**src/rtl/stream_capture_fifo.sv**
```systemverilog
// stream_capture_fifo
// Captures a muxed byte stream into a first-word fall-through FIFO and keeps
// per-packet statistics: length, source select, running count, source-change
// errors and, optionally, an XOR checksum.
// Optional feature macro: STREAM_CAPTURE_CHKSUM_EN (XOR checksum on pkt_chk;
// when undefined pkt_chk is tied to 8'h00 and no accumulator is built).

module stream_capture_fifo #(
   parameter int DEPTH  = 16,
   parameter int ADDR_W = 4
) (
   input  logic              clk,
   input  logic              rst,
   input  logic [2:0]        sel,
   input  logic [7:0]        s_tdata,
   input  logic              s_tvalid,
   input  logic              s_tlast,
   output logic              s_tready,
   output logic [7:0]        m_tdata,
   output logic              m_tvalid,
   output logic              m_tlast,
   input  logic              m_tready,
   output logic [ADDR_W:0]   level,
   output logic              pkt_done,
   output logic [7:0]        pkt_len,
   output logic [2:0]        pkt_src,
   output logic [15:0]       pkt_cnt,
   output logic              src_err,
   output logic [7:0]        pkt_chk
);

   typedef enum logic {
      IDLE,
      IN_PKT
   } pktState_e;

   localparam logic [ADDR_W:0] FullLevel = (ADDR_W+1)'(DEPTH);

   logic [8:0]        mem_q [DEPTH];
   logic [ADDR_W-1:0] wrPtr_q;
   logic [ADDR_W-1:0] rdPtr_q;
   logic [ADDR_W:0]   level_q;
   logic [ADDR_W:0]   level_d;
   logic              wrEn;
   logic              rdEn;

   pktState_e         state_q;
   pktState_e         state_d;
   logic [7:0]        beatCnt_q;
   logic [7:0]        beatCnt_d;
   logic [2:0]        srcReg_q;
   logic [2:0]        srcReg_d;
   logic              pktComplete;
   logic              srcMismatch;

   logic              pktDone_q;
   logic              srcErr_q;
   logic [7:0]        pktLen_q;
   logic [2:0]        pktSrc_q;
   logic [15:0]       pktCnt_q;

   // Handshakes come only from the registered level, so ready/valid never
   // depend combinationally on the opposite side of the FIFO.
   assign s_tready = (level_q != FullLevel);
   assign m_tvalid = (level_q != '0);
   assign wrEn     = s_tvalid && s_tready;
   assign rdEn     = m_tvalid && m_tready;

   // Fall-through read: the head entry is always visible on the output.
   assign {m_tlast, m_tdata} = mem_q[rdPtr_q];
   assign level    = level_q;

   assign pkt_done = pktDone_q;
   assign src_err  = srcErr_q;
   assign pkt_len  = pktLen_q;
   assign pkt_src  = pktSrc_q;
   assign pkt_cnt  = pktCnt_q;

   // Storage array; contents need no reset because the pointers define validity.
   always_ff @(posedge clk) begin
      if (wrEn) begin
         mem_q[wrPtr_q] <= {s_tlast, s_tdata};
      end
   end

   // Occupancy bookkeeping: a simultaneous read and write cancel out.
   always_comb begin
      level_d = level_q;
      case ({wrEn, rdEn})
         2'b10:   level_d = level_q + (ADDR_W+1)'(1);
         2'b01:   level_d = level_q - (ADDR_W+1)'(1);
         default: level_d = level_q;
      endcase
   end

   // Pointer and level registers; pointers wrap naturally at DEPTH.
   always_ff @(posedge clk) begin
      if (rst) begin
         wrPtr_q <= '0;
         rdPtr_q <= '0;
         level_q <= '0;
      end else begin
         if (wrEn) begin
            wrPtr_q <= wrPtr_q + ADDR_W'(1);
         end
         if (rdEn) begin
            rdPtr_q <= rdPtr_q + ADDR_W'(1);
         end
         level_q <= level_d;
      end
   end

   // Packet FSM state register.
   always_ff @(posedge clk) begin
      if (rst) begin
         state_q <= IDLE;
      end else begin
         state_q <= state_d;
      end
   end

   // Packet FSM next state: only accepted input beats move the machine.
   always_comb begin
      state_d = state_q;
      if (wrEn) begin
         case (state_q)
            IDLE:    state_d = s_tlast ? IDLE : IN_PKT;
            IN_PKT:  state_d = s_tlast ? IDLE : IN_PKT;
            default: state_d = IDLE;
         endcase
      end
   end

   // Packet FSM outputs: beat count, source latch, completion and source-change flags.
   always_comb begin
      beatCnt_d   = beatCnt_q;
      srcReg_d    = srcReg_q;
      pktComplete = 1'b0;
      srcMismatch = 1'b0;
      if (wrEn) begin
         pktComplete = s_tlast;
         if (state_q == IDLE) begin
            beatCnt_d = 8'd1;
            srcReg_d  = sel;
         end else begin
            beatCnt_d   = (beatCnt_q == 8'hFF) ? 8'hFF : beatCnt_q + 8'd1;
            srcMismatch = (sel != srcReg_q);
         end
      end
   end

   // Packet statistics registers; reset discards any partial packet silently.
   always_ff @(posedge clk) begin
      if (rst) begin
         beatCnt_q <= '0;
         srcReg_q  <= '0;
         pktDone_q <= 1'b0;
         srcErr_q  <= 1'b0;
         pktLen_q  <= '0;
         pktSrc_q  <= '0;
         pktCnt_q  <= '0;
      end else begin
         beatCnt_q <= beatCnt_d;
         srcReg_q  <= srcReg_d;
         pktDone_q <= pktComplete;
         srcErr_q  <= srcMismatch;
         if (pktComplete) begin
            pktLen_q <= beatCnt_d;
            pktSrc_q <= srcReg_d;
            pktCnt_q <= pktCnt_q + 16'd1;
         end
      end
   end

`ifdef STREAM_CAPTURE_CHKSUM_EN
   logic [7:0] chkAcc_q;
   logic [7:0] chkAcc_d;
   logic [7:0] pktChk_q;

   // Running XOR restarts with the first byte of each packet.
   always_comb begin
      chkAcc_d = chkAcc_q;
      if (wrEn) begin
         chkAcc_d = (state_q == IDLE) ? s_tdata : (chkAcc_q ^ s_tdata);
      end
   end

   // Checksum registers; the reported value includes the final beat.
   always_ff @(posedge clk) begin
      if (rst) begin
         chkAcc_q <= '0;
         pktChk_q <= '0;
      end else begin
         chkAcc_q <= chkAcc_d;
         if (pktComplete) begin
            pktChk_q <= chkAcc_d;
         end
      end
   end

   assign pkt_chk = pktChk_q;
`else
   assign pkt_chk = 8'h00;
`endif

endmodule

```
**config.mk**
```make
export PLATFORM = sky130hd
export DESIGN_NAME = stream_capture_fifo
export DESIGN_NICKNAME = d
export VERILOG_FILES = /design/src/rtl/stream_capture_fifo.sv
export SDC_FILE = /design/constraint.sdc
export NUM_CORES = 1
export LEC_CHECK = 0
export BUFFER_PORTS_ARGS = -buffer_cell sky130_fd_sc_hd__buf_2
export CAP_MARGIN = 15
export CORE_MARGIN = 10
export CORE_UTILIZATION = 45
export CTS_BUF_LIST = sky130_fd_sc_hd__clkbuf_8
export DETAILED_ROUTE_END_ITERATION = 10
export PLACE_DENSITY_LB_ADDON = 0.25
export SLEW_MARGIN = 20
export SYNTH_ARGS = -nofsm -noshare
export SYNTH_HDL_FRONTEND = slang
export SYNTH_SLANG_ARGS = --single-unit
```
**constraint.sdc**
```tcl
create_clock -name clk -period 4.4 [get_ports clk]
set_input_delay 0.22 -clock clk [delete_from_list [all_inputs] [get_ports clk]]
set_output_delay 0.22 -clock clk [all_outputs]
set_load 0.005 [all_outputs]
```
; ---- Word level (Yosys, flattened, before mapping)
; Memories as Yosys holds them, arrays and structs flattened. A register that Yosys moved wholly into a read port is not among the register bits.
; Cells that the tools add are included.
[totals]
wordCells = 42
out_inout_bits = 53
ram_bits = 144
ff_bits = 54
n_memories = 1
latchBits = 0
romBits = 0
in_bits = 16
[memory_table]
columns = name, words, width, read_ports, rd_ports_with_merged_regs, write_ports, line
row1 = mem_q, 16, 9, 1, 1, 1, 39  ; logic [8:0] mem_q [DEPTH];
[classes]
shifts = 0
bitwise_logic = 2
eq_ne = 5
mux = 12
order_cmp = 0
n_addsub = 6
multipliers = 0
div_mod_pow = 0
n_reduce_logical = 5
[op_table]
columns = op, count
row1 = $mux W8, 3
row2 = $add A16 B1 Y16 const B, 1
row3 = $pmux W5 S2, 1
row4 = $add A4 B1 Y4 const B, 2
row5 = $add A8 B1 Y8 const B, 1
row6 = $eq A8 B8 Y1 const B, 1
row7 = $mux W4, 2
row8 = $mux W3, 2
row9 = $add A5 B1 Y5 const B, 1
row10 = $ne A5 B5 Y1 const B, 1
row11 = $reduce_bool A5 Y1, 1
row12 = $sub A5 B1 Y5 const B, 1
row13 = $mux W1, 4
row14 = $ne A3 B3 Y1, 1
row15 = $reduce_or A3 Y1, 1
row16 = $eq A2 B1 Y1 const B, 1
row17 = $eq A2 B2 Y1 const B, 1
row18 = $logic_and A1 B1 Y1, 2
row19 = $not A1 Y1, 2
row20 = $reduce_bool A2 Y1, 1

; ---- Longest topological paths before layout
; Gate-level depths: netlist of the first run.
[logic_depth]
depth_word = 4
mapped_depth = 13
mapped_depth_nobuf = 10

; ---- Least setup slack after synthesis of the first run
; No wires, ideal clock.
[synth_path]
path_kind = register to register
startpoint = register level_q[1], in the netlist level[1]
endpoint = register level_q[4], in the netlist level[4]
stages_incl_launch_ff = 14
n_path_buf = 3
synth_period_minus_slack_ns = 3.203
setup_time_ns = 0.123
slack_ns = 1.197
t_required_ns = 4.277
t_arrival_ns = 3.080
path_cell_list = dfxtp_1 > buf_2 > nor4_4 > a21boi_0 > inv_1 > clkbuf_1 > ha_1 > clkbuf_1 > xor2_1 > ha_1 > o31ai_1 > a31oi_1 > o211ai_1 > mux2_1
[synth_via]
elab_chain_cells = 4
elab_cells_between_ends = 10
classes_between = add/sub (2) / eq/ne (3) / mux (1) / reduce/logical (4)
[synth_lines]
columns = item, line
row1 = from (decl), 42  ; logic [ADDR_W:0] level_q;
row2 = from (signal assigned), 109  ; level_q <= level_d;
row3 = branches (longest 4 deep; another with $sub A5 B1 Y5), -
; Parallel ways; which one is timed is not known.
; A chain may end at the register's enable or synchronous reset.

; ---- Worst setup path after layout of the first run
; Same ends and word-level chain as after synthesis.

==> results of run 1 <==
-- routing by layer --
metal	routed length (um)	part of all wire, %	vias to the layer above	GRT usage, %
li1	-	-	2203	-
met1	7590	43	2398	18.5
met2	8840	50	135	24.0
met3	1070	6.0	26	3.89
met4	314	1.8	0	5.62
met5	0	0	-	0
-- per-stage QoR --
stage               power, W  hold WS (ps)  util (%)
finish               0.00472          83.8      52.7
global route         0.00496          76.4      52.7
CTS                  0.00479          59.1      52.7
detailed placement   0.00307           448      48.6
global placement     0.00304           439      48.6
floorplan            0.00281           319         -
-- synthesized netlist by cell type, drive strengths merged --
| master | n | area, um2 |
|---|---|---|
| nand4 | 10 | 62.6 |
| or4 | 1 | 7.51 |
| conb | 1 | 3.75 |
| o21a | 1 | 7.51 |
| dfxtp | 58 | 1160 |
| ha | 10 | 125 |
| o211a | 1 | 10.0 |
| a21oi | 22 | 110 |
| xor2 | 22 | 193 |
| nor4 | 1 | 21.3 |
| edfxtp | 144 | 4320 |
| o22ai | 1 | 6.26 |
| and3b | 1 | 8.76 |
| nor3 | 12 | 60.1 |
| nor2b | 1 | 6.26 |
| nor3b | 1 | 7.51 |
| o2111ai | 2 | 17.5 |
| mux4 | 45 | 1010 |
| a21boi | 2 | 15.0 |
| a311oi | 1 | 8.76 |
| nand2b | 4 | 25.0 |
| buf | 17 | 100 |
| nand2 | 30 | 113 |
| a2111oi | 2 | 23.8 |
| and2 | 2 | 12.5 |
| nor2 | 58 | 218 |
| clkbuf | 25 | 93.8 |
| mux2 | 1 | 11.3 |
| o31ai | 3 | 22.5 |
| xnor2 | 8 | 70.1 |
| o211ai | 6 | 45.0 |
| and4 | 2 | 17.5 |
| or4b | 1 | 10.0 |
| and3 | 6 | 37.5 |
| mux2i | 7 | 70.1 |
| nand3b | 3 | 22.5 |
| o21ai | 3 | 15.0 |
| nand4b | 1 | 8.76 |
| a211oi | 3 | 22.5 |
| inv | 8 | 30.0 |
| a31oi | 5 | 31.3 |
| nand3 | 10 | 50.1 |
-- flip-flops by register name (all words and copies together), names as in the netlist, named ones only --
signal     cells
pkt_src        3
pkt_len        8
rdPtr_q        4
srcReg_q       3
state_q        1
mem_q        144
src_err        1
beatCnt_q      8
wrPtr_q        4
pkt_cnt       16
pkt_done       1
level          5
-- kinds of logic after synthesis --
family,Yosys count,share of synthesized area (%)
DFF,202,66.7
and+or+nand+nor,144,8.37
muxes,53,13.3
AOI/OAI and AO/OA,52,4.08
buffers and inverters,50,2.72
xor gates and xnor gates,30,3.20
adders and majority gates,10,1.52
other,1,0.0456
-- where the power goes --
group / internal (W) / switching [W] / total [W]
registers: 0.00212 / 0.0000769 / 0.00220
logic: 0.000389 / 0.000431 / 0.000821
clock network: 0.000956 / 0.000741 / 0.00170
-- critical path, delay by kind of cell (launching register included) --
| kind | cells | cell delay, ps |
|---|---|---|
| buf+inv | 2 | 510 |
| simple gates | 1 | 490 |
| xor+xnor | 1 | 120 |
| mux | 1 | 330 |
| compound gates | 4 | 720 |
| fa+ha+maj | 2 | 680 |
| flops | 1 | 400 |
-- worst max path at each step --
| stage | start | endpoint | slack [ps] |
|---|---|---|---|
| after floorplan | level[1] | level[4] | 1200 |
| after global placement | level[1] | level[4] | 1140 |
| after detailed placement | level[1] | level[4] | 1020 |
| after CTS | level[1] | level[4] | 1020 |
| after global routing | level[1] | level[4] | 730 |
| final | level[1] | level[4] | 1040 |
-- cell type report --
class | instances | area (um2) | area share [%]
inverters | 8 | 30.0 | 0.317
clock buffers | 40 | 551 | 5.81
repair buffers | 74 | 413 | 4.36
flip-flops and latches | 202 | 5490 | 57.9
clock inverters | 25 | 161 | 1.70
multi-input cells | 297 | 2550 | 26.9
well taps | 229 | 287 | 3.02
==> reports/metrics.csv, run 1 <==
metric,value,unit
clock sink count,202,
diode count,0,
Antenna Nets Post-Route,0,
Placed Cells,807,
post-CTS sizing,0,
# port buffers,60,
layout cell share with drive strength beyond 1,26.6,%
residual DRC count,0,
"CTS clk-pin slew, worst paths",60,ps
HP Start,s_tdata[1],
Nets,645,
largest net degree at the start of global routing,62,
CP peak stage delay,490,ps
Starting Density,45.8,%
final setup margin,1040,ps
clock skew,11.6,ps
final count of hold timing violations,0,
maxcap violations,0,
Filler Cell Count,1511,
chip height,155,um
CP dominant cell by count,ha_1,
Layout area overhead,15.3,%
WL/cell,20.4,um
postcts setup bufs,0,
unrepaired setup endpoints after global routing,false,
DP HPWL,10.9,mm
CTS tree,yes,
first-pass GRT wire length,27.9,mm
P per Cell Area,498,nW/um2
cts hold-fix bufs,3,
slowest cell on the critical path,nor4_4,
mapped cell area,8220,um2
Reg-to-Reg Start,level[1],
WP data required,4800,ps
sequential fraction of the synthesis area,66.7,%
worst hold endpoint,mem_q[11][1],
worst vdd ir,0.283,mV
Root Buffer,clkbuf_8,
overall routed net length,17.8,mm
R2R setup slack,1040,ps
Synth Instances,542,
YS warnings,0,
setup TNS,0,ps
HP Class,input port to register,
Core Footprint,18000,um2
FF-to-FF End,level[4],
Die X,155,um
Worst Hold Depth,1,
Final Wtd Congestion,0.769,
part of the cycle the worst path needs,76.3,%
worst path cell trace,nor4_4 > a21boi_0 > buf_4 > inv_1 > ha_1 > xor2_1 > ha_1 > o31ai_1 > a31oi_1 > o211ai_1 > mux2_1,
post-route cell area,9480,um2
"most common cell after layout, fill and taps aside",edfxtp_1,
Max Fanout on Critical Path,14,
Slew Limit Fails,0,
status,finished clean,
Starting DRT DRC Count,281,
standard-cell row count,49,
Synth cell types,46,
H-tree lvl count,2,
final setup fails,0,
final cell count without fillers,875,
Critical Path AT,3760,ps
Place WS,1020,ps
pin slew with the least headroom to its limit,1080,ps
Startpoint Class,register,
initial antenna violation count,0,
Post-DP Area,8720,um2
Worst Setup End Kind,register,
most frequent cells in the layout,"144 x edfxtp_1, 60 x buf_2, 57 x dfxtp_1",
I/O pin count,69,
area of the die,24100,um2
#FFs+latches synth,202,
"Avg Cell Area, Syn",15.2,um2
worst reg2reg path depth,11,
GR Overflow Total,0,
vias after detailed routing,4762,
cts bufs inserted,36,
vias in the first global route,5070,
Pleak,3.33,nW
total track usage,14.8,%
Rel. slew slack,28.0,%
clk_lat worst skew,520,ps
DR pass1 iterations,4,
Tmin final,3360,ps
vias per cell,5.44,
worst setup path class,register to register,
Max Root-Sink Buffers,3,
Max Clk Rate,298,MHz
No activity file was read; power rests on OpenSTA's default activity.
==> run 2: changes to the inputs <==
==> constraint.sdc (replaced) <==
create_clock -name clk -period 2.77 [get_ports clk]
set_input_delay 0.1385 -clock clk [delete_from_list [all_inputs] [get_ports clk]]
set_output_delay 0.1385 -clock clk [all_outputs]
set_load 0.005 [all_outputs]
==> run 2 against run 1 <==
Effect of this change:
- via count increased by 0.50%
- worst setup slack worse by 850 ps
- first-iteration DRC count is 27% higher
- clock skew up 5.5 ps
- count of clock-buffer cells in the layout shrank 4
- core utilization rose by 0.40 points
- clock power up 35%
- sequential share of layout area shrank 0.41 points
- register-to-register slack got worse by 790 ps
- global-route usage shrank 0.25 points
- wire length down 2.7%
- critical path type is now register to output pin
- largest cell class unchanged
==> reports/metrics.csv, run 2 (synthesized netlist as in run 1, its figures left out) <==
metric,value,unit,change
switching power,0.00197,W,+57%
part of the cycle the worst path needs,92.9,%,
first-pass GRT wire length,28.1,mm,+0.59%
Post-DP Area,8890,um2,+1.9%
status,finished clean,,
cts bufs inserted,34,,-5.6%
vias after detailed routing,4786,,+0.50%
clock share of power,31.7,%,-4.3 points
largest net degree at the start of global routing,48,,-23%
DP HPWL,11.4,mm,+4.4%
# port buffers,60,,unchanged
GR Overflow Total,0,,unchanged
layout cell share with drive strength beyond 1,27.5,%,+0.91 points
total track usage,14.5,%,-0.25 points
Antenna Nets Post-Route,0,,unchanged
Rel. slew slack,45.0,%,+17 points
chip height,155,um,unchanged
clock skew,17.1,ps,+5.51 ps
Root Buffer,clkbuf_8,,
WL/cell,19.5,um,-4.4%
footprint of the multi-input gates,2560,um2,+0.44%
worst vdd ir,0.383,mV,+35%
Layout area overhead,16.2,%,
Cell Int Power,0.00529,W,+52%
overall routed net length,17.3,mm,-2.7%
maxcap violations,0,,unchanged
DR pass1 iterations,5,,+1
sw frac,27.1,%,+0.60 points
Final Wtd Congestion,0.764,,-0.60%
Placed Cells,826,,+2.4%
Die X,155,um,unchanged
Core Footprint,18000,um2,unchanged
Startpoint Class,register,,
register area,5490,um2,about the same
Nets,665,,+3.1%
Starting Density,45.8,%,unchanged
CTS tree,yes,,
area of the die,24100,um2,unchanged
most frequent cells in the layout,"144 x edfxtp_1, 60 x buf_2, 58 x nor2_1",,
I/O pin count,69,,unchanged
diode count,0,,unchanged
"most common cell after layout, fill and taps aside",edfxtp_1,,
clock sink count,202,,unchanged
residual DRC count,0,,unchanged
clk_lat worst skew,510,ps,about the same
Logic pwr share,20.1,%,+2.7 points
Top reg by flops,mem_q,,
final count of hold timing violations,0,,unchanged
Starting DRT DRC Count,356,,+27%
number of flip-flops in the largest register,144,,unchanged
Tmin final,2570,ps,
Max Fanout on Critical Path,10,,-4
HP Class,input port to register,,
Max Root-Sink Buffers,3,,unchanged
vias per cell,5.38,,-1.2%
Max Clk Rate,389,MHz,
Worst Setup End Kind,output pin,,
Slew Limit Fails,0,,unchanged
initial antenna violation count,1,,+1
WP data required,2630,ps,-2170 ps
post-route cell area,9550,um2,+0.77%
vias in the first global route,5124,,+1.1%
Critical Path AT,2430,ps,-1330 ps
Pleak,3.37,nW,+1.2%
Filler Cell Count,1501,,-0.66%
pin slew with the least headroom to its limit,825,ps,-255 ps
final setup fails,0,,unchanged
unrepaired setup endpoints after global routing,false,,
Flop pwr share,48.1,%,+1.5 points
H-tree lvl count,2,,unchanged
worst setup path class,register to output pin,,
"CTS clk-pin slew, worst paths",60,ps,about the same
final cell count without fillers,890,,+1.7%
standard-cell row count,49,,unchanged
P per Cell Area,760,nW/um2,+53%
setup TNS,0,ps,unchanged
[run 2: cell count changes in the layout (fill, tap and decap cells not counted), moves of 2 or more]
cell           delta
bufinv_16         -2
inv_1             -2
nor2_2            -4
buf_4            +18
dlygate4sd3_1     +3
clkinv_2          -2
ha_1              -2
a21boi_2          +2
clkbuf_8          -4
nor2_1            +4
clkinv_1          +4
[run 2: timing repair]
action,4_1_cts,5_1_grt
hold endpoints to repair,21,0
buffers inserted,0,0
gates resized for setup,0,3
setup endpoints to repair,0,6
hold buffers,6,0
[run 2: power groups by stage]
stage	registers, W	clock network (W)	logic (W)
floorplan	0.00351	0	0.000996
global placement	0.00354	0	0.00142
detailed placement	0.00355	0	0.00146
CTS	0.00349	0.00239	0.00147
global route	0.00351	0.00254	0.00161
finish	0.00349	0.00230	0.00146
[run 2: area by class of cell]
cell class,instances,area share [%]
clock buffer,36,5.19
tap,229,3.00
multi-input combinational,297,26.8
inverter,8,0.315
clock inverter,22,0.944
timing repair buffer,96,6.26
sequential,202,57.5
[run 2: final timing paths]
kind	startpoint	to	slack, ps	cells after the start
worst max register to register	level[4]	level[4]	250	9
worst min-delay path	s_tdata[3]	mem_q[7][3]	20	1
worst max-delay path	register	m_tdata[6]	200	4
worst min register to register	pkt_len[3]	pkt_len[3]	460	2
[run 2: critical path, cell delays in order (launching register included)]
cell	delay (ps)
dfxtp_4	470
buf_4	290
mux4_2	550
mux4_2	480
buf_2	150
[run 2: through the flow]
stage | power (W) | setup WS [ps] | utilization [%] | hold WS [ps]
after floorplan | 0.00450 | 2.05 | - | 237
after global placement | 0.00496 | 198 | 49.5 | 424
after detailed placement | 0.00501 | 37.8 | 49.5 | 441
after CTS | 0.00735 | 16.0 | 53.1 | 0.661
after global routing | 0.00765 | 38.7 | 53.2 | 2.80
final | 0.00725 | 198 | 53.2 | 19.0
[run 2: routing by layer]
layer,routed length [um],up-vias,GRT usage (%)
met5,0,-,0
met4,352,0,4.50
met3,1180,31,4.60
met2,8230,147,22.8
met1,7570,2364,18.8
li1,-,2244,-
